`src/rtl/ws2812_pkg.sv`:
```
// Shared definitions for the WS2812 serial output stage: state encoding,
// colour ordering on the wire and the colour packing helper.
package ws2812_pkg;

  typedef enum logic {StGap, StSend} ws2812_state_e;

  localparam int unsigned bits_per_led = 24;

  // Level index per byte slot, first-sent slot in the top bits: G (1), R (0), B (2).
  localparam logic [5:0] colour_order = {2'd1, 2'd0, 2'd2};

  function automatic logic [23:0] pack_colour(input logic [7:0] level0,
                                               input logic [7:0] level1,
                                               input logic [7:0] level2);
    logic [23:0] colour;
    logic [1:0]  sel;
    colour = '0;
    for (int i = 0; i < 3; i++) begin
      sel = colour_order[5 - 2*i -: 2];
      case (sel)
        2'd0:    colour[23 - 8*i -: 8] = level0;
        2'd1:    colour[23 - 8*i -: 8] = level1;
        default: colour[23 - 8*i -: 8] = level2;
      endcase
    end
    return colour;
  endfunction

endpackage

```
`src/rtl/ws2812_bit.sv`:
```
// Single-bit NRZ pulse generator: times one bit of bit_len cycles and drives the
// line high for t0h or t1h cycles depending on the bit value.
module ws2812_bit #(
  parameter int unsigned bit_len = 20,
  parameter int unsigned t0h     = 6,
  parameter int unsigned t1h     = 13
) (
  input  logic clk,
  input  logic reset,
  input  logic start,
  input  logic bit_value,
  output logic line,
  output logic last_cycle,
  output logic active
);

  localparam int unsigned CntW = (bit_len > 1) ? $clog2(bit_len) : 1;
  localparam logic [CntW-1:0] LastCnt = CntW'(bit_len - 1);
  localparam logic [CntW-1:0] HighT0  = CntW'(t0h);
  localparam logic [CntW-1:0] HighT1  = CntW'(t1h);

  logic [CntW-1:0] cnt_q, cnt_d, cnt_inc, high_time;
  logic            line_q, line_d, active_q, active_d;

  assign high_time  = bit_value ? HighT1 : HighT0;
  assign cnt_inc    = cnt_q + CntW'(1);
  assign last_cycle = active_q && (cnt_q == LastCnt);

  always_comb begin
    cnt_d    = cnt_q;
    line_d   = line_q;
    active_d = active_q;
    if (start) begin
      // Cycle 0 of every bit is high because t0h is never zero.
      cnt_d    = '0;
      line_d   = 1'b1;
      active_d = 1'b1;
    end else if (last_cycle) begin
      cnt_d    = '0;
      line_d   = 1'b0;
      active_d = 1'b0;
    end else if (active_q) begin
      cnt_d  = cnt_inc;
      line_d = (cnt_inc < high_time);
    end
  end

  always_ff @(posedge clk) begin
    if (reset) begin
      cnt_q    <= '0;
      line_q   <= 1'b0;
      active_q <= 1'b0;
    end else begin
      cnt_q    <= cnt_d;
      line_q   <= line_d;
      active_q <= active_d;
    end
  end

  assign line   = line_q;
  assign active = active_q;

endmodule

```
`src/rtl/ws2812_driver.sv`:
```
// WS2812 chain driver: snapshots one colour per frame and sends it to every LED,
// separated by a latch gap of reset_len low cycles.
module ws2812_driver
  import ws2812_pkg::*;
#(
  parameter int unsigned num_leds  = 8,
  parameter int unsigned bit_len   = 20,
  parameter int unsigned t0h       = 6,
  parameter int unsigned t1h       = 13,
  parameter int unsigned reset_len = 4800
) (
  input  logic       clk,
  input  logic       reset,
  input  logic       enable,
  input  logic [7:0] level0,
  input  logic [7:0] level1,
  input  logic [7:0] level2,
  output logic       data_out,
  output logic       busy,
  output logic       frame_done
);

  localparam int unsigned GapW = $clog2(reset_len);
  localparam int unsigned LedW = (num_leds > 1) ? $clog2(num_leds) : 1;
  localparam logic [GapW-1:0] GapLast = GapW'(reset_len - 1);
  localparam logic [LedW-1:0] LedLast = LedW'(num_leds - 1);
  localparam logic [4:0]      BitLast = 5'(bits_per_led - 1);

  ws2812_state_e   state_q, state_d;
  logic [GapW-1:0] gap_q, gap_d;
  logic [23:0]     colour_q, colour_d, shift_q, shift_d;
  logic [4:0]      bit_cnt_q, bit_cnt_d;
  logic [LedW-1:0] led_cnt_q, led_cnt_d;
  logic            frame_done_q, frame_done_d;
  logic            bit_start, bit_last, bit_active;

  always_comb begin
    state_d      = state_q;
    gap_d        = gap_q;
    colour_d     = colour_q;
    shift_d      = shift_q;
    bit_cnt_d    = bit_cnt_q;
    led_cnt_d    = led_cnt_q;
    frame_done_d = 1'b0;
    bit_start    = 1'b0;
    unique case (state_q)
      StGap: begin
        if (gap_q != GapLast) begin
          gap_d = gap_q + GapW'(1);
        end else if (enable) begin
          colour_d  = pack_colour(level0, level1, level2);
          shift_d   = pack_colour(level0, level1, level2);
          bit_cnt_d = '0;
          led_cnt_d = '0;
          state_d   = StSend;
        end
      end
      StSend: begin
        if (!bit_active) begin
          // Latch cycle: the first bit begins on the next edge.
          bit_start = 1'b1;
        end else if (bit_last) begin
          if (bit_cnt_q == BitLast) begin
            bit_cnt_d = '0;
            if (led_cnt_q == LedLast) begin
              state_d      = StGap;
              gap_d        = '0;
              frame_done_d = 1'b1;
            end else begin
              led_cnt_d = led_cnt_q + LedW'(1);
              shift_d   = colour_q;
              bit_start = 1'b1;
            end
          end else begin
            bit_cnt_d = bit_cnt_q + 5'd1;
            shift_d   = {shift_q[22:0], 1'b0};
            bit_start = 1'b1;
          end
        end
      end
      default: state_d = StGap;
    endcase
  end

  always_ff @(posedge clk) begin
    if (reset) begin
      state_q      <= StGap;
      gap_q        <= '0;
      colour_q     <= '0;
      shift_q      <= '0;
      bit_cnt_q    <= '0;
      led_cnt_q    <= '0;
      frame_done_q <= 1'b0;
    end else begin
      state_q      <= state_d;
      gap_q        <= gap_d;
      colour_q     <= colour_d;
      shift_q      <= shift_d;
      bit_cnt_q    <= bit_cnt_d;
      led_cnt_q    <= led_cnt_d;
      frame_done_q <= frame_done_d;
    end
  end

  ws2812_bit #(
    .bit_len(bit_len),
    .t0h    (t0h),
    .t1h    (t1h)
  ) u_bit (
    .clk       (clk),
    .reset     (reset),
    .start     (bit_start),
    .bit_value (shift_q[23]),
    .line      (data_out),
    .last_cycle(bit_last),
    .active    (bit_active)
  );

  assign busy       = bit_active;
  assign frame_done = frame_done_q;

endmodule

```
`config.mk`:
```
export PLATFORM = sky130hd
export DESIGN_NAME = ws2812_driver
export DESIGN_NICKNAME = d
export VERILOG_FILES = /design/src/rtl/ws2812_pkg.sv /design/src/rtl/ws2812_bit.sv /design/src/rtl/ws2812_driver.sv
export SDC_FILE = /design/constraint.sdc
export NUM_CORES = 1
export LEC_CHECK = 0
export ABC_CLOCK_PERIOD_IN_PS = 1700
export CAP_MARGIN = 10
export CORE_MARGIN = 3
export CORE_UTILIZATION = 45
export DETAILED_ROUTE_END_ITERATION = 10
export GPL_ROUTABILITY_DRIVEN = 0
export HOLD_SLACK_MARGIN = 0.08
export PLACE_DENSITY = 0.66
export SLEW_MARGIN = 20
export SYNTH_ARGS = -nofsm -noshare
export SYNTH_HDL_FRONTEND = slang
export SYNTH_SLANG_ARGS = --single-unit
```
`constraint.sdc`:
```
create_clock -name clk -period 1.7 [get_ports clk]
set_input_delay 0.425 -clock clk [delete_from_list [all_inputs] [get_ports clk]]
set_output_delay 0.425 -clock clk [all_outputs]
set_load 0.02 [all_outputs]
```
Word-level counts from Yosys, hierarchy flattened
Cells that the tools add are included.
Widths: inputs -> output; s select.
Storage, ports and cells
  memories kept: 0
  flip-flop bits (word level): 78
  RAM bits: 0
  word-level logic and storage cells: 86
  latch bits: 0
  output and inout port bits: 3
  ROM bits: 0
  input bits: 27
Operators by class
  equality and inequality tests: 13
  div/mod/pow operators: 0
  multiply operators: 0
  shifts and indexed selects: 0
  reduce and logical (&&, ||, !) cells: 10
  $add $sub $neg: 4
  mux-type cells: 43
  bitwise logic cells: 5
  magnitude comparators: 1
Operator list (count)
  $mux 24: 6
  $mux 13: 5
  $pmux 24 s2: 1
  $pmux 13 s2: 1
  $mux 5: 5
  $mux 3: 6
  $mux 1: 15
  $add 13x1->13 const B: 1
  $ne 13x13->1 const B: 1
  $add 5x1->5 const B: 2
  $eq 5x5->1 const B: 2
  $pmux 5 s2: 1
  $reduce_and 5->1: 2
  $ne 2x1->1 const B: 4
  $ne 2x2->1 const B: 4
  $pmux 3 s2: 1
  $reduce_and 6->1: 1
  $lt 5x5->1: 1
  $not 1->1: 5
  $reduce_or 5->1: 1
  $mux 4: 1
  $reduce_and 4->1: 1
  $add 3x1->3 const B: 1
  $eq 3x3->1 const B: 1
  7 further kinds: 7

Longest topological paths before layout
Gate-level depths: netlist of the first run.
  depth in word-level cells: 7
  depth in mapped cells: 8

Cells and area by module
From an unflattened synthesis of the first run, not the netlist that was laid out.
Unflattened totals
  cell total of the unflattened synthesis: 489
  area total of the unflattened synthesis: 3871.2 um^2
Modules (own cells, without submodules)
  ws2812_driver: area an instance 3448.3 um^2, instances 1, sequential area each 1421.4 um^2, cells each 441
  ws2812_bit: area an instance 422.9 um^2, instances 1, sequential area each 140.1 um^2, cells each 48

Worst setup path after synthesis of the first run
Ideal clock, no wire load.
  path kind: flip-flop to flip-flop
  start: register u_bit.cnt_q[0]
  end: register bit_cnt_q[2]
  path slack: -93 ps
  arrival time: 1714 ps
  required time: 1621 ps
  library setup time: 79 ps
  period minus slack after synthesis: 1793 ps
  stages on the path, launching flop included: 6
  cells stage by stage: dfxtp_1 ha_1 nand3b_4 or3_1 or4_1 o211ai_1
On the way
  longest elaborated chain between the ends: 4
Ends and longest elaborated chain
  start: declaration: RTL line ws2812_bit.sv:22  | logic [CntW-1:0] cnt_q, cnt_d, cnt_inc, high_time;
  start signal: assignment: RTL line ws2812_bit.sv:54  | cnt_q <= cnt_d;
  $eq 5x5->1: RTL line ws2812_bit.sv:27  | assign last_cycle = active_q && (cnt_q == LastCnt);
  $logic_and 1x1->1: RTL line ws2812_bit.sv:27
  $ne 2x1->1 (no line)
  $reduce_and 4->1 (no line)
  end signal: assignment: RTL line ws2812_driver.sv:99  | bit_cnt_q <= bit_cnt_d;
  end: declaration: RTL line ws2812_driver.sv:32  | logic [4:0] bit_cnt_q, bit_cnt_d;
Every way passes these cells.
A chain may end at the register's enable or synchronous reset.

Worst setup path after layout of the first run
  start: register gap_q[0]
  end: register shift_q[6]
On the way
  longest elaborated chain between the ends: 3
Ends and longest elaborated chain
  start: declaration: RTL line ws2812_driver.sv:30  | logic [GapW-1:0] gap_q, gap_d;
  start signal: assignment: RTL line ws2812_driver.sv:96  | gap_q <= gap_d;
  $ne 13x13->1: RTL line ws2812_driver.sv:48  | if (gap_q != GapLast) begin
  $ne 2x2->1 (no line)
  $reduce_and 5->1 (no line)
  end signal: assignment: RTL line ws2812_driver.sv:98  | shift_q <= shift_d;
  end: declaration: RTL line ws2812_driver.sv:31  | logic [23:0] colour_q, colour_d, shift_q, shift_d;
Every way passes these cells.

==> results.ini, run 1 <==
[sta]
slew_viol_final=0
finalClockSkew_ns=0.00969
max_freq_mhz=597
finalCritPeriodShare_pct=98.5
worst_pin_slew_ns=0.477
setup-tns-final_ns=0
worst_slack_ns=0.0260
setup_violations=0
min_period_ns=1.67
slew_headroom_pct=68.1
rsz0062_at_grt=true
timing.final.hold_violations=0

[grt]
grt_max_degree=32
antenna_found_initial=0
grt_pass1_wl_mm=18.4
first_global_vias=3897
grt_usage_pct=21.8
grt_overflow_total=0

[finish]
fin_area_um2=5360
diodes=0
drive_gt1_share_pct=21.2
nets=594
fillCellCount=755
areaGrowthSynthToFinish_pct=27.7
final_cells=673

[drt]
wl_met1_mm=5.25
wl_per_cell_um=16.8
dr_wl_met2_mm=5.38
routed_via_density=5.87
vias=3949
antenna_left=0
drcViolationCount=0
dr_wl_met3_um=484
drt-total-wl_mm=11.3
firstDrtPassIters=4
highest_layer=met4
initialDrtViolationCount=212

[placed_design]
io_buffers=29
place_area_um2=4920
dp_hpwl_mm=7.26
pre_cts_ws_ns=-0.227
dp_cells=646

[worst_setup_path]
r2r_cells=7
critical_path_class=flop to flop
required_ns=1.94
end_kind=flop
cp_cell_sequence=ha_4 -> and3_4 -> nand4_4 -> a21o_4 -> buf_12 -> clkbuf_16 -> mux2i_1
cp_num_buf_inv=2
regToRegEndpoint=shift_q[6]$_SDFFE_PP0P_
cp.arrival_ns=1.92
start_kind=flop
critPathSlowestCell=dfxtp_2
critical_path.max_stage_delay_ns=0.37
worstPathMaxFanout=5
ff2ff_setup_slack_ns=0.03
reg2reg_from=gap_q[0]$_SDFFE_PP0P_
critPathTopFamily=flip-flops

[clock_tree]
cts_inserted_buffers=9
cts.clk_slew.worst_paths_ns=0.09
holdBufCountCts=0
cts_tree=built
clk_root_buffer_cell=clkbuf_8
cts_sinks=78
clk_path_buf_depth=2
insertion_delay_ns=0.35
h-tree-depth=3

[floorplan]
num_rows=34
start_util_pct=47.3
core_region_area_um2=8890
io_pins=30
die_area_um2=10500
die_h_um=103
dieWidth_um=103

[min_path]
min-delay-start=reset
hp-class=input port to flop
min_path_cells=2
holdPathEnd=bit_cnt_q[0]$_SDFFE_PP0P_

[job]
drv_cap=0

[synthesis]
synth_top_area_cell=dfxtp_1
synth_seq_area_share_pct=37.2
netlist_top_cells_count=nand2_1, dfxtp_1, a21oi_1, nor2_1, nand3_1
synth_ff_type=dfxtp_1
synth_edf_count=0
async_reset_ff_share_pct=0
ys_warn_count=0
avgSynthCellArea_um2=8.34
syn_area_um2=4200
synthTopCellsByArea=dfxtp_1, nand2_1, mux2i_1
syn_inst=504
synth-seq-cells=78
yosysTopAreaCellShare_pct=37.2
yosysMostFrequentCell=nand2_1
synth_cell_types=62
syn_nets=538

[power_and_ir_drop]
leakagePower_uw=0.00211
max-vdd-ir-drop_uv=328
p_per_area_nw_per_um2=631

[outcome]
status=finished, final reports clean

## cell usage in the layout (no fill, tap or decap), drive strengths merged, types with 23 or more instances in the layout
| cell | synthesis | final |
|---|---|---|
| dfxtp | 78 | 78 |
| mux2i | 30 | 30 |
| buf | 17 | 60 |
| a21oi | 36 | 36 |
| a311o | 23 | 23 |
| clkdlybuf4s50 | 0 | 25 |
| nor2 | 35 | 35 |
| nand2 | 87 | 87 |
| nand3 | 35 | 35 |
| o21ai | 29 | 29 |
## registers in the layout (all words and copies together), names as in the netlist
name          cells
bit_cnt_q         5
colour_q         24
frame_done        1
gap_q            13
led_cnt_q         3
shift_q          24
state_q           1
u_bit.active      1
u_bit.cnt_q       5
u_bit.line        1
## report_power, final
part           internal [uW]  leakage [uW]  switching (uW)
registers               1830      0.000634            7.68
logic                    127       0.00138             126
clock network            566     0.0000958             729
## routing by layer
metal  track usage, %  vias up
li1                 -     1956
met3             3.99       12
met1             28.2     1891
met5                0        -
met2             35.9       90
met4             8.58        0
## how the worst max path moves through the flow
stage | from | endpoint | slack, ns | cells past startpoint
finish | gap_q[0]$_SDFFE_PP0P_ | shift_q[6]$_SDFFE_PP0P_ | 0.03 | 7
global route | bit_cnt_q[2]$_SDFFE_PP0P_ | bit_cnt_q[4]$_SDFFE_PP0P_ | -0.07 | 5
CTS | led_cnt_q[0]$_SDFFE_PP0P_ | shift_q[15]$_SDFFE_PP0P_ | -0.01 | 8
detailed placement | enable | shift_q[16]$_SDFFE_PP0P_ | -0.23 | 6
global placement | enable | shift_q[18]$_SDFFE_PP0P_ | -0.17 | 6
floorplan | gap_q[0]$_SDFFE_PP0P_ | shift_q[10]$_SDFFE_PP0P_ | 0.002 | 7
## logic make-up after synthesis
logic type               count (synthesis)  synth area share, %
AND/OR/NAND/NOR                        201                 24.4
adder cells (fa/ha/maj)                  7                 2.08
buffers and inverters                   53                 5.57
multiplexers                            30                 7.15
flip-flops                              78                 37.2
AO/OA/AOI/OAI                          129                 22.3
XOR/XNOR                                 6                 1.25
## area by class of cell
type / instances / area, um2 / area share [%]
Multi-Input combinational cell: 373 / 2520 / 47.0
Sequential cell: 78 / 1580 / 29.4
Timing Repair Buffer: 90 / 923 / 17.2
Clock buffer: 10 / 138 / 2.57
Tap cell: 108 / 135 / 2.52
Clock inverter: 6 / 37.5 / 0.700
Inverter: 8 / 30.0 / 0.560
## per-stage QoR
step,hold slack (ns),power [uW],utilization (%)
final,0.421,3390,60.3
after global placement,0.446,2120,55.4
after global routing,0.425,3520,60.3
after floorplan,0.438,1990,-
after detailed placement,0.452,2120,55.4
after CTS,0.409,3390,58.1
## what timing repair did
item                       in CTS  in global routing
pin swaps                       2                  5
buffers inserted                2                  6
gates cloned                    1                  2
resized for setup               9                 25
setup endpoints to repair      30                 58
No activity file was read; power rests on OpenSTA's default activity.
==> inputs of run 2 (changes only) <==
--- a/config.mk
+++ b/config.mk
@@ -6,13 +6,15 @@
 export NUM_CORES = 1
 export LEC_CHECK = 0
 export ABC_CLOCK_PERIOD_IN_PS = 1700
-export CAP_MARGIN = 10
+export CELL_PAD_IN_SITES_DETAIL_PLACEMENT = 1
+export CELL_PAD_IN_SITES_GLOBAL_PLACEMENT = 2
+export CORE_ASPECT_RATIO = 2
 export CORE_MARGIN = 3
-export CORE_UTILIZATION = 45
+export CORE_UTILIZATION = 32
 export DETAILED_ROUTE_END_ITERATION = 10
 export GPL_ROUTABILITY_DRIVEN = 0
 export HOLD_SLACK_MARGIN = 0.08
-export PLACE_DENSITY = 0.66
+export PLACE_DENSITY_LB_ADDON = 0.1
 export SLEW_MARGIN = 20
 export SYNTH_ARGS = -nofsm -noshare
 export SYNTH_HDL_FRONTEND = slang
==> results.ini, run 2 (synthesis results as in run 1) <==
[grt]
grt_pass1_wl_mm=22.7
first_global_vias=4424
grt_usage_pct=19.7
grt_max_degree=45
antenna_found_initial=0
grt_overflow_total=0

[finish]
drive_gt1_share_pct=23.3
layout_commonest_cell=nand2_1
diodes=0
fin_area_um2=5630
final_cell_mix=nand2_1, dfxtp_1, buf_4, nor2_1
final_cells=724
nets=603
fillCellCount=1485
areaGrowthSynthToFinish_pct=34.0
top_regs=colour_q: 24 flops, shift_q: 24 flops, gap_q: 13 flops

[power_and_ir_drop]
max-vdd-ir-drop_uv=590
p_sw_share_pct=23.6
cell_internal_pwr_uw=3140
p_per_area_nw_per_um2=731
p_comb_share_pct=6.3
seqPwrFrac_pct=44.8
switching_power_uw=972
clock_power_share_pct=49.0
leakagePower_uw=0.00219
total_power_uw=4110

[worst_setup_path]
ff2ff_setup_slack_ns=0.02
regToRegEndpoint=led_cnt_q[1]$_SDFFE_PP0P_
cp.arrival_ns=1.94
start_kind=flop
worstPathMaxFanout=3
critical_path_class=flop to flop
reg2reg_from=led_cnt_q[1]$_SDFFE_PP0P_
r2r_cells=9
required_ns=1.96
end_kind=flop

[sta]
slew_headroom_pct=67.8
timing.final.hold_violations=0
max_freq_mhz=595
worst_pin_slew_ns=0.483
slew_viol_final=0
min_period_ns=1.68
setup_violations=0
setup-tns-final_ns=0
rsz0062_at_grt=true
finalClockSkew_ns=0.00304
finalCritPeriodShare_pct=98.8

[drt]
antenna_left=0
firstDrtPassIters=4
initialDrtViolationCount=93
drt-total-wl_mm=14.2
wl_per_cell_um=19.5
routed_via_density=5.64
vias=4086
drcViolationCount=0

[clock_tree]
insertion_delay_ns=0.34
cts.clk_slew.worst_paths_ns=0.06
holdBufCountCts=0
cts_tree=built
clk_root_buffer_cell=clkbuf_16
clk_path_buf_depth=2
h-tree-depth=3
cts_inserted_buffers=9
cts_sinks=78

[floorplan]
start_util_pct=33.1
num_rows=58
dieWidth_um=87.0
die_area_um2=14600
die_h_um=168
core_region_area_um2=12700
io_pins=30

[outcome]
status=finished, final reports clean

[placed_design]
place_area_um2=5000
dp_hpwl_mm=9.02
dp_cells=692
io_buffers=29

[min_path]
holdPathEnd=shift_q[22]$_SDFFE_PP0P_
min_path_cells=2
min-delay-start=shift_q[22]$_SDFFE_PP0P_
hp-class=flop to flop

[job]
drv_cap=0

run 2: layout make-up:
type / instances / area [um2] / area share (%)
Clock buffer: 11 / 243 / 4.31
Clock inverter: 5 / 57.6 / 1.02
Sequential cell: 78 / 1580 / 28.1
Inverter: 8 / 30.0 / 0.533
Timing Repair Buffer: 99 / 978 / 17.4
Multi-Input combinational cell: 373 / 2550 / 45.4
Tap cell: 150 / 188 / 3.33
run 2: worst max-delay path by stage:
stage | from | to | slack, ns | cells after the start
floorplan | gap_q[0]$_SDFFE_PP0P_ | shift_q[10]$_SDFFE_PP0P_ | 0.002 | 7
global placement | enable | bit_cnt_q[1]$_SDFFE_PP0P_ | -0.17 | 6
detailed placement | enable | bit_cnt_q[1]$_SDFFE_PP0P_ | -0.19 | 6
CTS | led_cnt_q[1]$_SDFFE_PP0P_ | shift_q[8]$_SDFFE_PP0P_ | -0.05 | 7
global route | led_cnt_q[1]$_SDFFE_PP0P_ | shift_q[20]$_SDFFE_PP0P_ | -0.07 | 7
finish | led_cnt_q[1]$_SDFFE_PP0P_ | led_cnt_q[1]$_SDFFE_PP0P_ | 0.02 | 9
run 2: repair_timing:
action	CTS	global route
pin swaps	5	9
setup buffers	7	7
gates cloned	2	2
endpoints found under the setup margin	33	52
resized for setup	28	17
run 2: critical path, stage by stage (launching register included):
cell     delay [ns]
dfxtp_2        0.34
ha_4           0.16
ha_4           0.15
inv_2          0.05
buf_4          0.10
buf_4          0.12
nand4_1        0.14
a21oi_2        0.20
buf_4          0.16
mux2i_1        0.18
run 2: per-stage QoR:
step	hold WS [ns]	util [%]	worst slack, ns
3_5_place_dp	0.453	39.4	-0.195
5_1_grt	0.483	44.3	-0.0678
6_report	0.459	44.3	0.0197
2_1_floorplan	0.438	-	0.00161
4_1_cts	0.463	43.2	-0.0463
3_3_place_gp	0.445	39.4	-0.169
run 2: per-layer routing:
layer / up-vias / GRT usage (%) / routed length, um
met5: - / 0 / 0
met4: 0 / 6.85 / 278
met2: 48 / 37.4 / 8100
met3: 18 / 2.06 / 221
met1: 2050 / 21.7 / 5560
li1: 1970 / - / -
run 2: power groups by stage:
stage	Combinational [uW]	Clock (uW)	Sequential (uW)
after floorplan	111	0	1880
after global placement	249	0	1880
after detailed placement	251	0	1880
after CTS	257	2060	1840
after global routing	281	2140	1840
final	257	2020	1840
==> inputs of run 3 (changes only) <==
--- a/config.mk
+++ b/config.mk
@@ -14,7 +14,7 @@
 export DETAILED_ROUTE_END_ITERATION = 10
 export GPL_ROUTABILITY_DRIVEN = 0
 export HOLD_SLACK_MARGIN = 0.08
-export PLACE_DENSITY_LB_ADDON = 0.1
+export PLACE_DENSITY = 0.74
 export SLEW_MARGIN = 20
 export SYNTH_ARGS = -nofsm -noshare
 export SYNTH_HDL_FRONTEND = slang
==> results.ini, run 3 (synthesis results as in run 1) <==
[sta]
max_freq_mhz=593
worst_pin_slew_ns=0.506
min_period_ns=1.69
slew_headroom_pct=66.1
finalCritPeriodShare_pct=99.2
timing.final.hold_violations=0
slew_viol_final=0
finalClockSkew_ns=0.0109
worst_slack_ns=0.0140
setup_violations=0
rsz0062_at_grt=true

[drt]
drcViolationCount=0
initialDrtViolationCount=104
vias=4126
antenna_left=0
wl_per_cell_um=19.6
routed_via_density=5.68
drt-total-wl_mm=14.2
firstDrtPassIters=6

[finish]
diodes=0
drive_gt1_share_pct=29.3
nets=605
final_cells=726
fin_util_pct=46.7
areaGrowthSynthToFinish_pct=41.0
layout_commonest_cell=nand2_1
top_regs=colour_q: 24 flops, shift_q: 24 flops, gap_q: 13 flops
final_cell_mix=nand2_1, dfxtp_1, buf_4, nor2_1, mux2i_1

[grt]
antenna_found_initial=0
grt_overflow_total=0
first_global_vias=4391
grt_pass1_wl_mm=21.9
grt_max_degree=39
grt_usage_pct=19.0

[power_and_ir_drop]
leakagePower_uw=0.00224
seqPwrFrac_pct=43.8
p_comb_share_pct=6.8
p_per_area_nw_per_um2=709
switching_power_uw=970
max-vdd-ir-drop_uv=440
cell_internal_pwr_uw=3230
clock_power_share_pct=49.4
p_sw_share_pct=23.1
total_power_uw=4200

[floorplan]
dieWidth_um=87.0
core_region_area_um2=12700
num_rows=58
die_area_um2=14600
io_pins=30
start_util_pct=33.1
die_h_um=168

[worst_setup_path]
critical_path_class=flop to flop
worstPathMaxFanout=2
required_ns=1.94
cp.arrival_ns=1.92
start_kind=flop
crit_start=u_bit.cnt_q[1]$_SDFFE_PP0P_
reg2reg_from=u_bit.cnt_q[1]$_SDFFE_PP0P_
end_kind=flop

[outcome]
status=finished, final reports clean

[clock_tree]
clk_path_buf_depth=2
cts.clk_slew.worst_paths_ns=0.07
cts_sinks=78
insertion_delay_ns=0.33
cts_inserted_buffers=9
cts_tree=built
clk_root_buffer_cell=clkbuf_16
h-tree-depth=3

[placed_design]
io_buffers=29
pre_cts_ws_ns=-0.322
dp_hpwl_mm=9.27
dp_cells=699

[job]
drv_cap=0

[min_path]
hp-class=flop to flop
min-delay-start=shift_q[4]$_SDFFE_PP0P_

-- run 3: cell count changes in the layout (fill, tap and decap cells not counted), moves of 7 or more --
cell,before,now
a21oi_2,2,16
buf_4,58,51
nand3_4,1,10
nand3_1,34,22
a21oi_1,34,20
-- run 3: critical path: stages, from the launching register on --
cell      delay, ns
dfxtp_2        0.33
ha_4           0.28
ha_4           0.19
a21boi_2       0.14
o211ai_1       0.20
nand4b_1       0.17
a311oi_1       0.28
-- run 3: path summary, 6_finish.rpt --
path                             end  slack (ns)  depth (start not counted)
max          u_bit.line$_SDFFE_PP0P_        0.01                          6
min          shift_q[4]$_SDFFE_PP0P_        0.47                          2
max reg2reg  u_bit.line$_SDFFE_PP0P_        0.01                          6
min reg2reg  shift_q[4]$_SDFFE_PP0P_        0.47                          2
-- run 3: routing by layer --
layer,wire (um),up-vias,track usage (%)
li1,-,1977,-
met1,5350,2058,20.2
met2,8180,67,36.2
met3,311,24,2.60
met4,412,0,7.06
met5,0,-,0
-- run 3: what timing repair did --
action,in CTS,in global routing
setup buffers,2,4
hold endpoints to repair,0,0
pin swaps,6,35
resized for setup,22,71
hold buffers,0,0
endpoints found under the setup margin,64,65
cloned,1,4
-- run 3: per-stage QoR --
stage                     TNS, ns  hold WS [ns]  area [um2]
final                           0         0.467        5920
after global routing       -0.617         0.491        5920
after CTS                       0         0.472        5510
after detailed placement   -10.21         0.460        5090
after global placement      -8.21         0.446        5090
after floorplan                 0         0.438        4230
-- run 3: cell type report --
| cell class | instances | area (um2) |
|---|---|---|
| inverter | 8 | 30.0 |
| fill | 1433 | 6780 |
| clock buffer | 12 | 267 |
| tap | 150 | 188 |
| timing repair buffer | 101 | 1060 |
| multi-input combinational | 373 | 2750 |
| sequential | 78 | 1580 |
| clock inverter | 4 | 52.6 |
-- run 3: power by group through the flow --
stage | clock [uW] | combinational [uW] | sequential (uW)
floorplan | 0 | 111 | 1880
global placement | 0 | 258 | 1880
detailed placement | 0 | 261 | 1880
CTS | 2130 | 267 | 1840
global route | 2200 | 307 | 1840
finish | 2080 | 284 | 1840
